--- src/rtl/i2c_slave_core_if.sv ---
// ----------------------------------------------------------------------------
// i2c_slave_core_if
// Bundles the pin-side and host-side signals of the I2C target engine so the
// core and its host see one connection.
//   enable      host -> core  0 = core ignores the bus and releases SDA
//   slave_addr  host -> core  own 7-bit address
//   scl_in      pad  -> core  SCL pin level (asynchronous)
//   sda_in      pad  -> core  SDA pin level (asynchronous)
//   tx_data     host -> core  byte returned on a master read
//   sda_oe      core -> pad   1 = pull SDA low, 0 = release
//   busy, rw, rx_data, rx_valid, tx_req, start_det, stop_det, rd_nack
//               core -> host  status, data and one-cycle strobes
// ----------------------------------------------------------------------------
interface i2c_slave_core_if;
    logic       enable;
    logic [6:0] slave_addr;
    logic       scl_in;
    logic       sda_in;
    logic [7:0] tx_data;
    logic       sda_oe;
    logic       busy;
    logic       rw;
    logic [7:0] rx_data;
    logic       rx_valid;
    logic       tx_req;
    logic       start_det;
    logic       stop_det;
    logic       rd_nack;

    // The core's view: bus pins and host controls in, status and strobes out.
    modport slave (
        input  enable, slave_addr, scl_in, sda_in, tx_data,
        output sda_oe, busy, rw, rx_data, rx_valid, tx_req,
               start_det, stop_det, rd_nack
    );

    // The host/bus side: mirror of the core's view.
    modport master (
        output enable, slave_addr, scl_in, sda_in, tx_data,
        input  sda_oe, busy, rw, rx_data, rx_valid, tx_req,
               start_det, stop_det, rd_nack
    );
endinterface

--- src/rtl/i2c_slave_core.sv ---
// ----------------------------------------------------------------------------
// i2c_slave_core
// I2C target engine. Oversamples SCL/SDA on aclk, detects START / repeated
// START / STOP, matches a 7-bit address, ACKs master writes (one rx_valid
// strobe per byte) and serves master reads from tx_data (tx_req strobe per
// byte). SDA is driven open-drain through sda_oe; SCL is never driven.
// Ports:
//   aclk     system clock, at least 16x the SCL frequency
//   aresetn  asynchronous active-low reset
//   bus      i2c_slave_core_if.slave (pins, host controls, status, strobes)
// ----------------------------------------------------------------------------
module i2c_slave_core #(
    parameter int SYNC_STAGES = 2
) (
    input  logic                  aclk,
    input  logic                  aresetn,
    i2c_slave_core_if.slave       bus
);

    typedef enum logic [2:0] {
        IDLE, ADDR, ADDR_ACK, WR_DATA, WR_ACK, RD_DATA, RD_ACK, WAIT_STOP
    } state_t;

    logic [SYNC_STAGES-1:0] r_sclSync, r_sdaSync;
    logic                   r_sclPrev, r_sdaPrev;

    state_t     r_state,    w_stateNext;
    logic [7:0] r_shift,    w_shiftNext;
    logic [3:0] r_bitCnt,   w_bitCntNext;
    logic       r_sdaOe,    w_sdaOeNext;
    logic       r_busy,     w_busyNext;
    logic       r_rw,       w_rwNext;
    logic [7:0] r_rxData,   w_rxDataNext;
    logic       r_rxValid,  w_rxValidNext;
    logic       r_startDet, w_startDetNext;
    logic       r_stopDet,  w_stopDetNext;
    logic       r_rdNack,   w_rdNackNext;
    logic       w_txReq;

    logic       w_scl, w_sda, w_sclRise, w_sclFall, w_start, w_stop;
    logic [3:0] w_bitCntInc;
    logic [7:0] w_byteIn;

    assign w_scl     = r_sclSync[SYNC_STAGES-1];
    assign w_sda     = r_sdaSync[SYNC_STAGES-1];
    assign w_sclRise =  w_scl & ~r_sclPrev;
    assign w_sclFall = ~w_scl &  r_sclPrev;
    // SDA may only move while SCL is low; a move while SCL stays high is a
    // bus condition. Both are ignored while the core is disabled.
    assign w_start   = bus.enable & w_scl & r_sclPrev & ~w_sda &  r_sdaPrev;
    assign w_stop    = bus.enable & w_scl & r_sclPrev &  w_sda & ~r_sdaPrev;
    assign w_bitCntInc = (r_bitCnt == 4'd8) ? 4'd8 : r_bitCnt + 4'd1;
    assign w_byteIn  = {r_shift[6:0], w_sda};

    // Synchronisers plus one history flop per line. They reset to the idle
    // bus level (high) so a freshly reset core never sees a phantom edge.
    always_ff @(posedge aclk or negedge aresetn) begin
        if (!aresetn) begin
            r_sclSync <= '1;
            r_sdaSync <= '1;
            r_sclPrev <= 1'b1;
            r_sdaPrev <= 1'b1;
        end else begin
            r_sclSync <= {r_sclSync[SYNC_STAGES-2:0], bus.scl_in};
            r_sdaSync <= {r_sdaSync[SYNC_STAGES-2:0], bus.sda_in};
            r_sclPrev <= w_scl;
            r_sdaPrev <= w_sda;
        end
    end

    // Protocol state and datapath registers. Reset releases SDA at once.
    always_ff @(posedge aclk or negedge aresetn) begin
        if (!aresetn) begin
            r_state    <= IDLE;
            r_shift    <= '0;
            r_bitCnt   <= '0;
            r_sdaOe    <= 1'b0;
            r_busy     <= 1'b0;
            r_rw       <= 1'b0;
            r_rxData   <= '0;
            r_rxValid  <= 1'b0;
            r_startDet <= 1'b0;
            r_stopDet  <= 1'b0;
            r_rdNack   <= 1'b0;
        end else begin
            r_state    <= w_stateNext;
            r_shift    <= w_shiftNext;
            r_bitCnt   <= w_bitCntNext;
            r_sdaOe    <= w_sdaOeNext;
            r_busy     <= w_busyNext;
            r_rw       <= w_rwNext;
            r_rxData   <= w_rxDataNext;
            r_rxValid  <= w_rxValidNext;
            r_startDet <= w_startDetNext;
            r_stopDet  <= w_stopDetNext;
            r_rdNack   <= w_rdNackNext;
        end
    end

    // Next-state logic. Priority: disable, then START, then STOP, then the
    // SCL edge handling of the current state. In the two ACK states sda_oe
    // itself marks the phase: the first fall asserts it, the second releases.
    always_comb begin
        w_stateNext    = r_state;
        w_shiftNext    = r_shift;
        w_bitCntNext   = r_bitCnt;
        w_sdaOeNext    = r_sdaOe;
        w_busyNext     = r_busy;
        w_rwNext       = r_rw;
        w_rxDataNext   = r_rxData;
        w_rxValidNext  = 1'b0;
        w_startDetNext = 1'b0;
        w_stopDetNext  = 1'b0;
        w_rdNackNext   = 1'b0;
        w_txReq        = 1'b0;

        if (!bus.enable) begin
            w_stateNext  = IDLE;
            w_sdaOeNext  = 1'b0;
            w_busyNext   = 1'b0;
            w_bitCntNext = '0;
        end else if (w_start) begin
            w_startDetNext = 1'b1;
            w_bitCntNext   = '0;
            w_sdaOeNext    = 1'b0;
            w_stateNext    = ADDR;
        end else if (w_stop) begin
            w_stopDetNext = 1'b1;
            w_sdaOeNext   = 1'b0;
            w_busyNext    = 1'b0;
            w_stateNext   = IDLE;
        end else begin
            case (r_state)
                ADDR: begin
                    if (w_sclRise) begin
                        w_shiftNext  = w_byteIn;
                        w_bitCntNext = w_bitCntInc;
                        if (r_bitCnt == 4'd7) begin
                            w_bitCntNext = '0;
                            if (w_byteIn[7:1] == bus.slave_addr && w_byteIn[7:1] != 7'h00) begin
                                w_busyNext  = 1'b1;
                                w_rwNext    = w_byteIn[0];
                                w_stateNext = ADDR_ACK;
                            end else begin
                                w_busyNext  = 1'b0;
                                w_stateNext = WAIT_STOP;
                            end
                        end
                    end
                end
                ADDR_ACK, WR_ACK: begin
                    if (w_sclFall) begin
                        if (!r_sdaOe) begin
                            w_sdaOeNext = 1'b1;
                        end else begin
                            w_sdaOeNext  = 1'b0;
                            w_bitCntNext = '0;
                            if (r_state == ADDR_ACK && r_rw) begin
                                w_txReq     = 1'b1;
                                w_shiftNext = bus.tx_data;
                                w_sdaOeNext = ~bus.tx_data[7];
                                w_stateNext = RD_DATA;
                            end else begin
                                w_stateNext = WR_DATA;
                            end
                        end
                    end
                end
                WR_DATA: begin
                    if (w_sclRise) begin
                        w_shiftNext  = w_byteIn;
                        w_bitCntNext = w_bitCntInc;
                        if (r_bitCnt == 4'd7) begin
                            w_rxDataNext  = w_byteIn;
                            w_rxValidNext = 1'b1;
                            w_bitCntNext  = '0;
                            w_stateNext   = WR_ACK;
                        end
                    end
                end
                RD_DATA: begin
                    if (w_sclRise) begin
                        w_bitCntNext = w_bitCntInc;
                    end else if (w_sclFall) begin
                        if (r_bitCnt == 4'd8) begin
                            w_sdaOeNext  = 1'b0;
                            w_bitCntNext = '0;
                            w_stateNext  = RD_ACK;
                        end else begin
                            w_sdaOeNext = ~r_shift[6];
                            w_shiftNext = {r_shift[6:0], 1'b0};
                        end
                    end
                end
                RD_ACK: begin
                    if (w_sclRise) begin
                        if (w_sda) begin
                            w_rdNackNext = 1'b1;
                            w_sdaOeNext  = 1'b0;
                            w_stateNext  = WAIT_STOP;
                        end else begin
                            w_bitCntNext = 4'd1;
                        end
                    end else if (w_sclFall && r_bitCnt == 4'd1) begin
                        w_txReq      = 1'b1;
                        w_shiftNext  = bus.tx_data;
                        w_sdaOeNext  = ~bus.tx_data[7];
                        w_bitCntNext = '0;
                        w_stateNext  = RD_DATA;
                    end
                end
                WAIT_STOP: w_sdaOeNext = 1'b0;
                IDLE:      w_sdaOeNext = 1'b0;
                default:   w_stateNext = IDLE;
            endcase
        end
    end

    assign bus.sda_oe    = r_sdaOe;
    assign bus.busy      = r_busy;
    assign bus.rw        = r_rw;
    assign bus.rx_data   = r_rxData;
    assign bus.rx_valid  = r_rxValid;
    assign bus.tx_req    = w_txReq;
    assign bus.start_det = r_startDet;
    assign bus.stop_det  = r_stopDet;
    assign bus.rd_nack   = r_rdNack;

endmodule
--- src/flat_wrapper.sv ---
// flat-port wrapper written by rule: the top's interface ports become plain ports
module i2c_slave_core_flat 
#(
    parameter int SYNC_STAGES = 2
)
  (aclk, aresetn, bus_enable, bus_slave_addr, bus_scl_in, bus_sda_in, bus_tx_data, bus_sda_oe, bus_busy, bus_rw, bus_rx_data, bus_rx_valid, bus_tx_req, bus_start_det, bus_stop_det, bus_rd_nack);
  i2c_slave_core_if bus_i ();
  input  logic aclk;
  input  logic aresetn;
  input wire logic [$bits(bus_i.enable)-1:0] bus_enable;
  input wire logic [$bits(bus_i.slave_addr)-1:0] bus_slave_addr;
  input wire logic [$bits(bus_i.scl_in)-1:0] bus_scl_in;
  input wire logic [$bits(bus_i.sda_in)-1:0] bus_sda_in;
  input wire logic [$bits(bus_i.tx_data)-1:0] bus_tx_data;
  output wire logic [$bits(bus_i.sda_oe)-1:0] bus_sda_oe;
  output wire logic [$bits(bus_i.busy)-1:0] bus_busy;
  output wire logic [$bits(bus_i.rw)-1:0] bus_rw;
  output wire logic [$bits(bus_i.rx_data)-1:0] bus_rx_data;
  output wire logic [$bits(bus_i.rx_valid)-1:0] bus_rx_valid;
  output wire logic [$bits(bus_i.tx_req)-1:0] bus_tx_req;
  output wire logic [$bits(bus_i.start_det)-1:0] bus_start_det;
  output wire logic [$bits(bus_i.stop_det)-1:0] bus_stop_det;
  output wire logic [$bits(bus_i.rd_nack)-1:0] bus_rd_nack;
  assign bus_i.enable = bus_enable;
  assign bus_i.slave_addr = bus_slave_addr;
  assign bus_i.scl_in = bus_scl_in;
  assign bus_i.sda_in = bus_sda_in;
  assign bus_i.tx_data = bus_tx_data;
  assign bus_sda_oe = bus_i.sda_oe;
  assign bus_busy = bus_i.busy;
  assign bus_rw = bus_i.rw;
  assign bus_rx_data = bus_i.rx_data;
  assign bus_rx_valid = bus_i.rx_valid;
  assign bus_tx_req = bus_i.tx_req;
  assign bus_start_det = bus_i.start_det;
  assign bus_stop_det = bus_i.stop_det;
  assign bus_rd_nack = bus_i.rd_nack;
  i2c_slave_core #(.SYNC_STAGES(SYNC_STAGES)) u_core (.aclk(aclk), .aresetn(aresetn), .bus(bus_i));
endmodule
--- config.mk ---
export PLATFORM = sky130hd
export DESIGN_NAME = i2c_slave_core_flat
export DESIGN_NICKNAME = d
export VERILOG_FILES = /design/src/rtl/i2c_slave_core_if.sv /design/src/rtl/i2c_slave_core.sv /design/src/flat_wrapper.sv
export SDC_FILE = /design/constraint.sdc
export NUM_CORES = 1
export LEC_CHECK = 0
export BUFFER_PORTS_ARGS = -buffer_cell sky130_fd_sc_hd__buf_2
export CAP_MARGIN = 20
export CORE_ASPECT_RATIO = 0.5
export CORE_MARGIN = 10
export CORE_UTILIZATION = 39
export CTS_CLUSTER_SIZE = 25
export DETAILED_ROUTE_END_ITERATION = 8
export GPL_ROUTABILITY_DRIVEN = 0
export PLACE_DENSITY_LB_ADDON = 0.3
export SYNTH_ARGS = -nofsm -noshare
export SYNTH_HDL_FRONTEND = slang
export SYNTH_SLANG_ARGS = --single-unit
export TNS_END_PERCENT = 5
--- constraint.sdc ---
create_clock -name aclk -period 3.9 [get_ports aclk]
set_input_delay 0.585 -clock aclk [delete_from_list [all_inputs] [get_ports aclk]]
set_output_delay 0.585 -clock aclk [all_outputs]
set_load 0.01 [all_outputs]
---- Word level (Yosys, flattened, before mapping) ----
Index checks and enable logic that the tools add are counted.
storage, ports and cells
  register bits after elaboration ......... 35
  input port bits ......................... 20
  output and inout bits ................... 16
  logic and storage cells ................. 183
operators by class
  add/subtract/negate cells ............... 1
  equality and inequality tests ........... 46
  multiplexer cells ....................... 89
  bitwise operators ....................... 16
  reduce and logical (&&, ||, !) cells .... 16
operators with widths
  kind                  number
  $mux W7               9
  $mux W4               14
  $ne A5 B2 Y1 const B  11
  $mux W3               17
  $mux W1               44
  $pmux W7 S4           1
  $pmux W4 S4           1
  $pmux W3 S5           1
  $reduce_and A13 Y1    1
  $eq A3 B3 Y1 const B  4
  $ne A2 B1 Y1 const B  6
  $ne A4 B2 Y1 const B  3
  $ne A6 B2 Y1 const B  2
  $reduce_and A12 Y1    1
  $reduce_and A6 Y1     2
  $ne A5 B5 Y1 const B  2
  $ne A3 B1 Y1 const B  3
  $reduce_and A9 Y1     1
  $and A1 B1 Y1         8
  $ne A2 B2 Y1 const B  4
  $ne A8 B1 Y1 const B  1
  $not A1 Y1            8
  $eq A7 B7 Y1          1
  $ne A7 B2 Y1 const B  1
  other kinds (17)      22

---- Logic depth before layout (Yosys ltp) ----
Gate-level depths: netlist of the first run.
  depth after elaboration ................. 9
  gate-level depth with buffers ........... 9
  depth with buffers taken out ............ 8

---- Worst setup path after synthesis of the first run ----
OpenSTA, ideal clock, no wires.
  kind .................................... reg-to-output
  start ................................... register u_core.r_sclPrev
  end ..................................... output port bus_tx_req
  arrival time ............................ 1372 ps
  required time ........................... 3315 ps
  path slack .............................. 1943 ps
  cell stages (with the launch flop) ...... 6
  path buffers ............................ 1
  cells stage by stage .................... dfstp_2 > buf_2 > nor2b_1 > and4_1 > o21ai_1 > nor2_1
between the ends
  cells in the longest elaborated chain, start to end .. 8
  elaborated cells between the ends (all ways) .. 16
  classes of those cells .................. 7 x mux; 8 x bitwise; 1 x reduce/logical
ends and longest elaborated chain
  element                 line                   RTL
  from (decl)             i2c_slave_core.sv:25   logic r_sclPrev, r_sdaPrev;
  from (signal assigned)  i2c_slave_core.sv:66   r_sclPrev <= w_scl;
  $and A1 B1 Y1           i2c_slave_core.sv:47   assign w_sclFall = ~w_scl & r_sclPrev;
  $logic_and A1 B1 Y1     i2c_slave_core.sv:204  end else if (w_sclFall && r_bitCnt == 4'd1) begin
  $mux W1                 i2c_slave_core.sv:204
  $mux W1                 i2c_slave_core.sv:196  if (w_sclRise) begin
  $pmux W1 S2             i2c_slave_core.sv:133  case (r_state)
  $mux W1                 i2c_slave_core.sv:127  end else if (w_stop) begin
  $mux W1 (*)             i2c_slave_core.sv:122  end else if (w_start) begin
  $mux W1 (*)             i2c_slave_core.sv:117  if (!bus.enable) begin
  to (decl)               flat_wrapper.sv:20     output wire logic [$bits(bus_i.tx_req)-1:0] bus_tx_req;
Mark *: on every way between the ends. The rest lies on a longest branch, timed or not.

---- Worst setup path in the final report of the first run ----
Ends and elaborated chain as after synthesis.

==> results of run 1 <==
[how the worst max path moves through the flow]
stage / end / slack [ps] / depth (start not counted)
after floorplan: bus_tx_req / 1940 / 5
after global placement: u_core.r_shift[0] / 1760 / 7
after detailed placement: u_core.r_shift[6] / 1750 / 7
after CTS: bus_tx_req / 1460 / 5
after global routing: bus_tx_req / 1350 / 5
final: bus_tx_req / 1450 / 5
[per-stage QoR]
stage / total power, W / worst slack [ps] / utilization (%) / hold slack (ps)
final: 0.001408 / 1451 / 48.06 / 356.6
after global routing: 0.001511 / 1349 / 48.06 / 359.8
after detailed placement: 0.001063 / 1746 / 45.77 / 347.5
after global placement: 0.001053 / 1759 / 45.77 / 346.2
after floorplan: 0.0009565 / 1943 / - / 289.4
after CTS: 0.001411 / 1461 / 48.06 / 361.2
[cell type report]
cell class              count  area (µm²)
clock buffers               5       68.82
clock inverters             3       47.55
fillers                   514        2644
inverters                   8       30.03
multi-input cells         165        1154
flip-flops and latches     35       883.3
well taps                  70       87.58
repair buffers             35       175.2
[per-layer routing]
layer	wire length [µm]	GRT usage [%]
met1	2433	14.57
met2	2255	17.38
met3	275	2.901
met4	125	7.189
met5	0	0
[cells in the final DEF (no fill, tap or decap), drive strengths merged, types with 2 or more instances in the layout]
cell	n
mux2	9
o32ai	2
a21oi	10
a31oi	4
a22oi	2
o32a	2
dfstp	6
nand3	7
or2	2
a31o	2
xor2	7
nand2b	4
dfrtp	29
mux2i	6
o21ai	18
nor3	5
o211ai	4
o22a	2
nor2	23
buf	35
nor2b	3
a21boi	2
nand3b	4
nor4	4
clkbuf	5
nor3b	2
ha	3
nand2	22
inv	9
[power groups by stage]
| stage | Clock [W] | Combinational, W | Sequential, W |
|---|---|---|---|
| global route | 0.000367 | 0.000540 | 0.000603 |
| global placement | 0 | 0.000467 | 0.000586 |
| CTS | 0.000352 | 0.000475 | 0.000585 |
| detailed placement | 0 | 0.000471 | 0.000591 |
| floorplan | 0 | 0.000458 | 0.000499 |
| finish | 0.000340 | 0.000479 | 0.000589 |
[cell families (layout without fill, tap and decap cells)]
group,after synthesis,in the layout,synth area share [%]
DFF,35,35,41.58
AOI/OAI and AO/OA,55,55,18.79
muxes,15,15,9.011
xor gates and xnor gates,8,8,3.652
adders and majority gates,3,3,1.767
buffers and inverters,18,51,4.122
and+or+nand+nor,84,84,21.08
[sequential cells by signal, summed over array words and instances (netlist names)]
name	cells
u_core.r_bitCnt	4
u_core.r_state	3
u_core.r_sdaSync	2
u_core.r_shift	7
u_core.bus.stop_det	1
u_core.bus.start_det	1
u_core.bus.busy	1
u_core.r_sclPrev	1
u_core.bus.rd_nack	1
u_core.r_sdaPrev	1
u_core.bus.rw	1
u_core.bus.rx_valid	1
u_core.bus.sda_oe	1
u_core.r_sclSync	2
u_core.bus.rx_data	8
==> run summary, run 1 <==
Cell family with the largest share of critical-path delay = simple AND/OR/NAND/NOR gates
Worst EP required = 3310 ps
Synth warn = 0
Placed Area = 2330 µm²
Share of cells above drive strength 1 = 27.89%
Final min period = 2449 ps
Post-Place Cells = 313
Final Cell Area = 2446 µm²
Sequential fraction of the synthesis area = 41.58%
Ports = 36
Synth Flop Type = dfrtp_1
Cell chain of the critical path = nor2b_1, and4_1, o21ai_1, nor2_1, buf_2
Post-DP HPWL = 3691 µm
Routed WL per cell = 15.86 µm
CP Max Fanout = 11
Leakage Power = 1.118 nW
RSZ-0062 raised after global routing = false
Initial antenna violation count = 0
CP Capture Type = output pin
Sw Share = 41.04%
Vias per cell = 5.542
Tot GR Track Use = 11.51%
FF+latch count, synth = 35
First-pass GRT wire length = 8659 µm
CTS resizes = 0
Die area = 8979 µm²
Seq pwr share = 41.8%
Iteration-0 DRC Markers = 112
Mapped Cells = 218
Int Pwr = 0.0008300 W
CP Launch Type = flip-flop
Nets@finish = 273
Netlist cell types = 60
Post-Layout Cell Count = 321
Initial Util = 41.74%
Ant. Diodes = 0
Synth top area share = 34.16%
Worst R2R Start = u_core.r_bitCnt[0]
Detailed-route DRC error count = 0
Clk sink count = 35
Top cells by count, synth = 29 x dfrtp_1, 22 x nor2_1, 21 x nand2_1, 9 x a21oi_1, 9 x o21ai_1
Clk pin slew, worst setup/hold paths = 80 ps
CORE AREA = 5090 µm²
Maximum buffer depth of the clock tree = 2
Rel. slew slack = 47.08%
Net Sw Power = 0.0005777 W
Congestion Overflow GR = 0
Synthesized area per cell = 9.746 µm²
CTS tree = built
Max-cap viol count = 0
Total CTS buffers = 5
Slowest stage delay, CP = 630 ps
Status = finished clean
Setup TNS = 0 ps
Vias = 1779
Detail Route Antenna Nets = 0
Top area cells in the synthesized netlist = dfrtp_1 34%, dfstp_2 7.4%, mux2_4 5.7%
CTS root buffer = clkbuf_8
Setup violators final = 0
Synthesis-to-layout area growth = 15.14%
Yosys top cell by area = dfrtp_1
Worst Hold Class = input port to async pin
Flop-to-flop setup slack = 1690 ps
Slowest CP cell = dfstp_2
Worst skew pair latency = 300 ps
Die Ht = 72.19 µm
Reg2reg path depth = 8
Number of port buffers = 35
Fin crit share = 62.80%
Post-synth EDFFs = 0
Worst Setup SP = u_core.r_sclPrev
Proportion of power drawn by the clock network = 24.2%
Placement Rows = 18
Fmax = 408.3 MHz
Crit Path Category = flip-flop to output pin
Combinational Power Share = 34.0%
WL final = 5090 µm
Die X = 124.4 µm
Count leader, synth = dfrtp_1
Worst path arrival time = 1860 ps
Worst-margin pin slew = 793.9 ps
Largest net degree at the start of global routing = 36
# hold bufs at CTS = 0
Setup Buffers After CTS = 0
Htree depth = 2
Slew Limit Fails = 0
DRT Pass-1 Iters = 4
Final Hold Fails = 0
Asr flop ratio synth = 100.0%
Crit path buffers/inverters = 1
Clock Skew = 3.258 ps
Capture point of the worst reg-to-reg path = u_core.r_shift[6]
Power density cells = 575.5 nW/µm²
Mapped Area = 2125 µm²
VDD IR max = 0.0002324 V
Vias in the first global route = 1779
Syn_nets = 241
(Power assumes the default switching activity.)
==> run 2: changes to the inputs <==
==> constraint.sdc (replaced) <==
create_clock -name aclk -period 2.1 [get_ports aclk]
set_input_delay 0.315 -clock aclk [delete_from_list [all_inputs] [get_ports aclk]]
set_output_delay 0.315 -clock aclk [all_outputs]
set_load 0.01 [all_outputs]
==> run summary, run 2 (synthesized netlist as in run 1, its figures left out) <==
Status = finished clean
Worst-margin pin slew = 790.8 ps
Share of cells above drive strength 1 = 34.44%
Proportion of power drawn by the clock network = 23.3%
RSZ-0062 raised after global routing = true
Final min period = 2058 ps
Htree depth = 2
Combinational Power Share = 41.5%
Capture point of the worst reg-to-reg path = u_core.r_state[1]
CP Max Fanout = 12
Clk sink count = 35
Maximum buffer depth of the clock tree = 2
Worst Hold Class = input port to async pin
Slowest stage delay, CP = 680 ps
VDD IR max = 0.0004484 V
# hold bufs at CTS = 0
Die Ht = 72.19 µm
Largest register FFs = 8
Congestion Overflow GR = 0
Fin crit share = 98.00%
Leakage Power = 1.222 nW
Nets@finish = 292
Post-DP HPWL = 4123 µm
Max-cap viol count = 0
CTS root buffer = clkbuf_8
WL final = 5695 µm
Initial antenna violation count = 0
Total Power = 0.002836 W
Commonest non-fill, non-tap cell in the layout = buf_2
Die area = 8979 µm²
Synthesis-to-layout area growth = 24.97%
Worst skew pair latency = 300 ps
Reg2reg path depth = 7
Vias = 1885
Slowest CP cell = dfstp_2
Clock Skew = 9.828 ps
Cell family with the largest share of critical-path delay = flip-flops
CTS tree = built
Int Pwr = 0.001685 W
Seq pwr share = 35.2%
Dpl ws = 63.73 ps
Detailed-route DRC error count = 0
Flop-to-flop setup slack = 80 ps
Cell chain of the critical path = nand2_1, o21ai_4, buf_4, nor2_1, buf_2
Most frequent cells in the layout = 35 x buf_2, 28 x dfrtp_1, 22 x nor2_1
Largest net degree at the start of global routing = 36
Initial Util = 41.74%
Sw Share = 40.58%
CP Capture Type = output pin
Power density cells = 1068 nW/µm²
CP Launch Type = flip-flop
Iteration-0 DRC Markers = 95
Vias per cell = 5.544
Final Hold Fails = 0
Worst R2R Start = u_core.r_bitCnt[0]
Ports = 36
PnR worst setup slack = 41.93 ps
Worst path arrival time = 1740 ps
Total CTS buffers = 5
Die X = 124.4 µm
Slew Limit Fails = 0
First-pass GRT wire length = 9246 µm
Number of port buffers = 35
Tot GR Track Use = 12.43%
DRT Pass-1 Iters = 4
Detail Route Antenna Nets = 0
Fmax = 485.9 MHz
CORE AREA = 5090 µm²
Clk pin slew, worst setup/hold paths = 80 ps
Setup violators final = 0
Vias in the first global route = 1873
Crit path buffers/inverters = 2
Worst EP required = 1780 ps
Net Sw Power = 0.001151 W
Fillcell total = 474
Crit Path Category = flip-flop to output pin
Placement Rows = 18
Ant. Diodes = 0
Rel. slew slack = 47.28%
Routed WL per cell = 16.75 µm
## run 2: layout make-up
cell class              count  area (µm²)  share of cell area (%)
clock buffers               6       82.58                   3.110
inverters                   8       30.03                   1.131
flip-flops and latches     35       884.6                   33.32
well taps                  70       87.58                   3.299
repair buffers             54       335.3                   12.63
multi-input cells         165        1196                   45.05
clock inverters             2       38.79                   1.461
## run 2: power groups by stage
stage | Combinational (W) | Sequential [W] | Clock [W]
after floorplan | 0.000851 | 0.000926 | 0
final | 0.00118 | 0.000999 | 0.000660
after global routing | 0.00131 | 0.00102 | 0.000686
after detailed placement | 0.00110 | 0.00101 | 0
after global placement | 0.00107 | 0.000999 | 0
after CTS | 0.00111 | 0.000995 | 0.000668
## run 2: repair_timing
action,4_1_cts,5_1_grt
buffers inserted,0,7
endpoints found under the setup margin,1,20
gates resized for setup,2,6
pin swaps,0,3
## run 2: worst max-delay path by stage
stage	start	endpoint	cells after the start
finish	u_core.r_sclSync[1]	bus_tx_req	5
global route	u_core.r_sclSync[1]	bus_tx_req	5
CTS	u_core.r_bitCnt[0]	u_core.r_state[1]	7
detailed placement	u_core.r_bitCnt[0]	u_core.r_state[1]	7
global placement	u_core.r_bitCnt[0]	u_core.r_state[1]	7
floorplan	u_core.r_sclSync[1]	u_core.bus.rx_data[0]	6
## run 2: worst reg2reg max path: cells and delay by family (launching register included)
kind	cells	cell delay, ps
AO/OA/AOI/OAI	2	540
flip-flops	1	450
multiplexers	1	340
AND/OR/NAND/NOR	2	320
adder cells (fa/ha/maj)	1	170
buffers and inverters	1	90
## run 2: metrics by stage
| stage | utilization (%) | hold slack [ps] | instance area, µm² | cells | setup TNS, ps |
|---|---|---|---|---|---|
| floorplan | - | 19.41 | 2125 | 218 | 0 |
| global placement | 47.79 | 346.5 | 2432 | 325 | 0 |
| detailed placement | 47.79 | 346.8 | 2432 | 325 | 0 |
| CTS | 50.32 | 104.3 | 2561 | 333 | 0 |
| global route | 52.16 | 103.9 | 2655 | 340 | -40.16 |
| finish | 52.16 | 95.82 | 2655 | 340 | 0 |
## run 2: layer usage
layer / vias up / track usage (%) / part of all wire (%) / wire (µm)
li1: 896 / - / - / -
met4: 0 / 5.006 / 2.1 / 121
met5: - / 0 / 0 / 0
met3: 12 / 3.046 / 6.3 / 359
met2: 77 / 21.40 / 48 / 2711
met1: 900 / 14.79 / 44 / 2502
==> run 3: changes to the inputs <==
==> constraint.sdc (replaced) <==
create_clock -name aclk -period 1.9 [get_ports aclk]
set_input_delay 0.285 -clock aclk [delete_from_list [all_inputs] [get_ports aclk]]
set_output_delay 0.285 -clock aclk [all_outputs]
set_load 0.01 [all_outputs]
==> run summary, run 3 (synthesized netlist as in run 1, its figures left out) <==
Iteration-0 DRC Markers = 129
Worst Hold Class = input port to async pin
Violated checks = negative setup slack
Cell chain of the critical path = buf_6, nand3b_1, nor3_2, o21ai_2, nor2_1, buf_2
Fillcell total = 439
Proportion of power drawn by the clock network = 21.7%
Fmax = 509.3 MHz
Combinational Power Share = 46.3%
Die area = 8979 µm²
VDD IR max = 0.0005580 V
Max-cap viol count = 0
WL final = 6245 µm
Int Pwr = 0.002030 W
Vias = 1960
Initial antenna violation count = 0
Sw Share = 39.68%
CTS root buffer = clkbuf_8
Final min period = 1963 ps
Cell family with the largest share of critical-path delay = flip-flops
CP Capture Type = output pin
Synthesis-to-layout area growth = 36.51%
CP Launch Type = flip-flop
Net Sw Power = 0.001335 W
Vias per cell = 5.370
Final hold slack = 65.07 ps
Slowest stage delay, CP = 590 ps
Share of cells above drive strength 1 = 41.36%
Crit Path Category = flip-flop to output pin
Worst-margin pin slew = 787.2 ps
Rel. slew slack = 47.52%
Largest register FFs = 8
Post-DP HPWL = 4448 µm
Status = complete, but fails checks
Maximum buffer depth of the clock tree = 2
Number of port buffers = 35
Die X = 124.4 µm
Setup violators final = 13
Clock Skew = 5.127 ps
Most frequent cells in the layout = 38 x buf_4, 35 x buf_2, 29 x dfrtp_1
Vias in the first global route = 2027
Power density cells = 1160 nW/µm²
DRT Pass-1 Iters = 5
First-pass GRT wire length = 10250 µm
Htree depth = 2
Placement Rows = 18
Leakage Power = 1.372 nW
Crit path buffers/inverters = 2
CORE AREA = 5090 µm²
Congestion Overflow GR = 0
CP Max Fanout = 5
RSZ-0062 raised after global routing = true
Clk sink count = 35
Worst path arrival time = 1680 ps
Initial Util = 41.74%
Total Power = 0.003365 W
Routed WL per cell = 17.11 µm
Slowest CP cell = dfstp_2
Tot GR Track Use = 13.83%
Ports = 36
CTS tree = built
Nets@finish = 317
PnR worst setup slack = -63.49 ps
Worst skew pair latency = 300 ps
Worst EP required = 1620 ps
Seq pwr share = 32.0%
Total CTS buffers = 5
Fin crit share = 103.3%
Die Ht = 72.19 µm
Clk pin slew, worst setup/hold paths = 80 ps
Final Hold Fails = 0
Slew Limit Fails = 0
Detail Route Antenna Nets = 0
Ant. Diodes = 0
Largest net degree at the start of global routing = 36
Detailed-route DRC error count = 0
Commonest non-fill, non-tap cell in the layout = buf_4
run 3: layer usage:
layer	wire length, µm	global-route usage [%]	vias to the layer above
met5	0	0	-
met4	108	4.750	0
met3	468	4.786	11
met2	2797	21.57	91
met1	2871	17.55	919
li1	-	-	939
run 3: power groups by stage:
stage / Sequential (W) / Clock (W) / Combinational, W
after global placement: 0.00109 / 0 / 0.00140
final: 0.00108 / 0.000729 / 0.00156
after floorplan: 0.00102 / 0 / 0.000942
after detailed placement: 0.00108 / 0 / 0.00144
after global routing: 0.00110 / 0.000790 / 0.00170
after CTS: 0.00107 / 0.000743 / 0.00153
run 3: area by class of cell:
class                      count  area, µm²  share of cell area [%]
tap                           70      87.58                   3.020
sequential                    35      883.3                   30.46
clock buffer                   6      82.58                   2.847
multi-input combinational    166       1244                   42.88
timing repair buffer          78      534.3                   18.42
inverter                       8      30.03                   1.035
clock inverter                 2      38.79                   1.337
run 3: metrics by stage:
stage	setup slack (ps)	area [µm²]	cells	setup TNS (ps)	utilization, %
final	-63.49	2900	365	-508.0	56.98
after global routing	-163.5	2900	365	-2177	56.98
after CTS	-48.09	2887	365	-275.7	56.71
after detailed placement	-76.07	2650	353	-359.6	52.06
after global placement	-20.02	2650	353	-20.02	52.06
after floorplan	-34.58	2138	218	-309.6	-
run 3: what timing repair did:
| item | CTS | global route |
|---|---|---|
| endpoints found under the setup margin | 17 | 26 |
| hold buffers | 0 | 0 |
| cloned | 1 | 0 |
| gates resized for setup | 13 | 3 |
| buffers inserted | 3 | 0 |
| endpoints found under the hold margin | 0 | 0 |
| pin swaps | 9 | 1 |
run 3: path summary, 6_finish.rpt:
check,startpoint,to,slack (ps),cells after the start
max in group asynchronous,aresetn,u_core.r_state[0],1340,1
setup reg to reg,u_core.r_bitCnt[0],u_core.bus.rx_data[5],-60,6
setup / recovery,u_core.r_sclPrev,bus_tx_req,-60,6
hold reg to reg,u_core.r_sclSync[0],u_core.r_sclSync[1],360,0
hold / removal,aresetn,u_core.bus.rx_data[3],70,1
min in group aclk,bus_sda_in,u_core.r_sdaSync[0],80,1
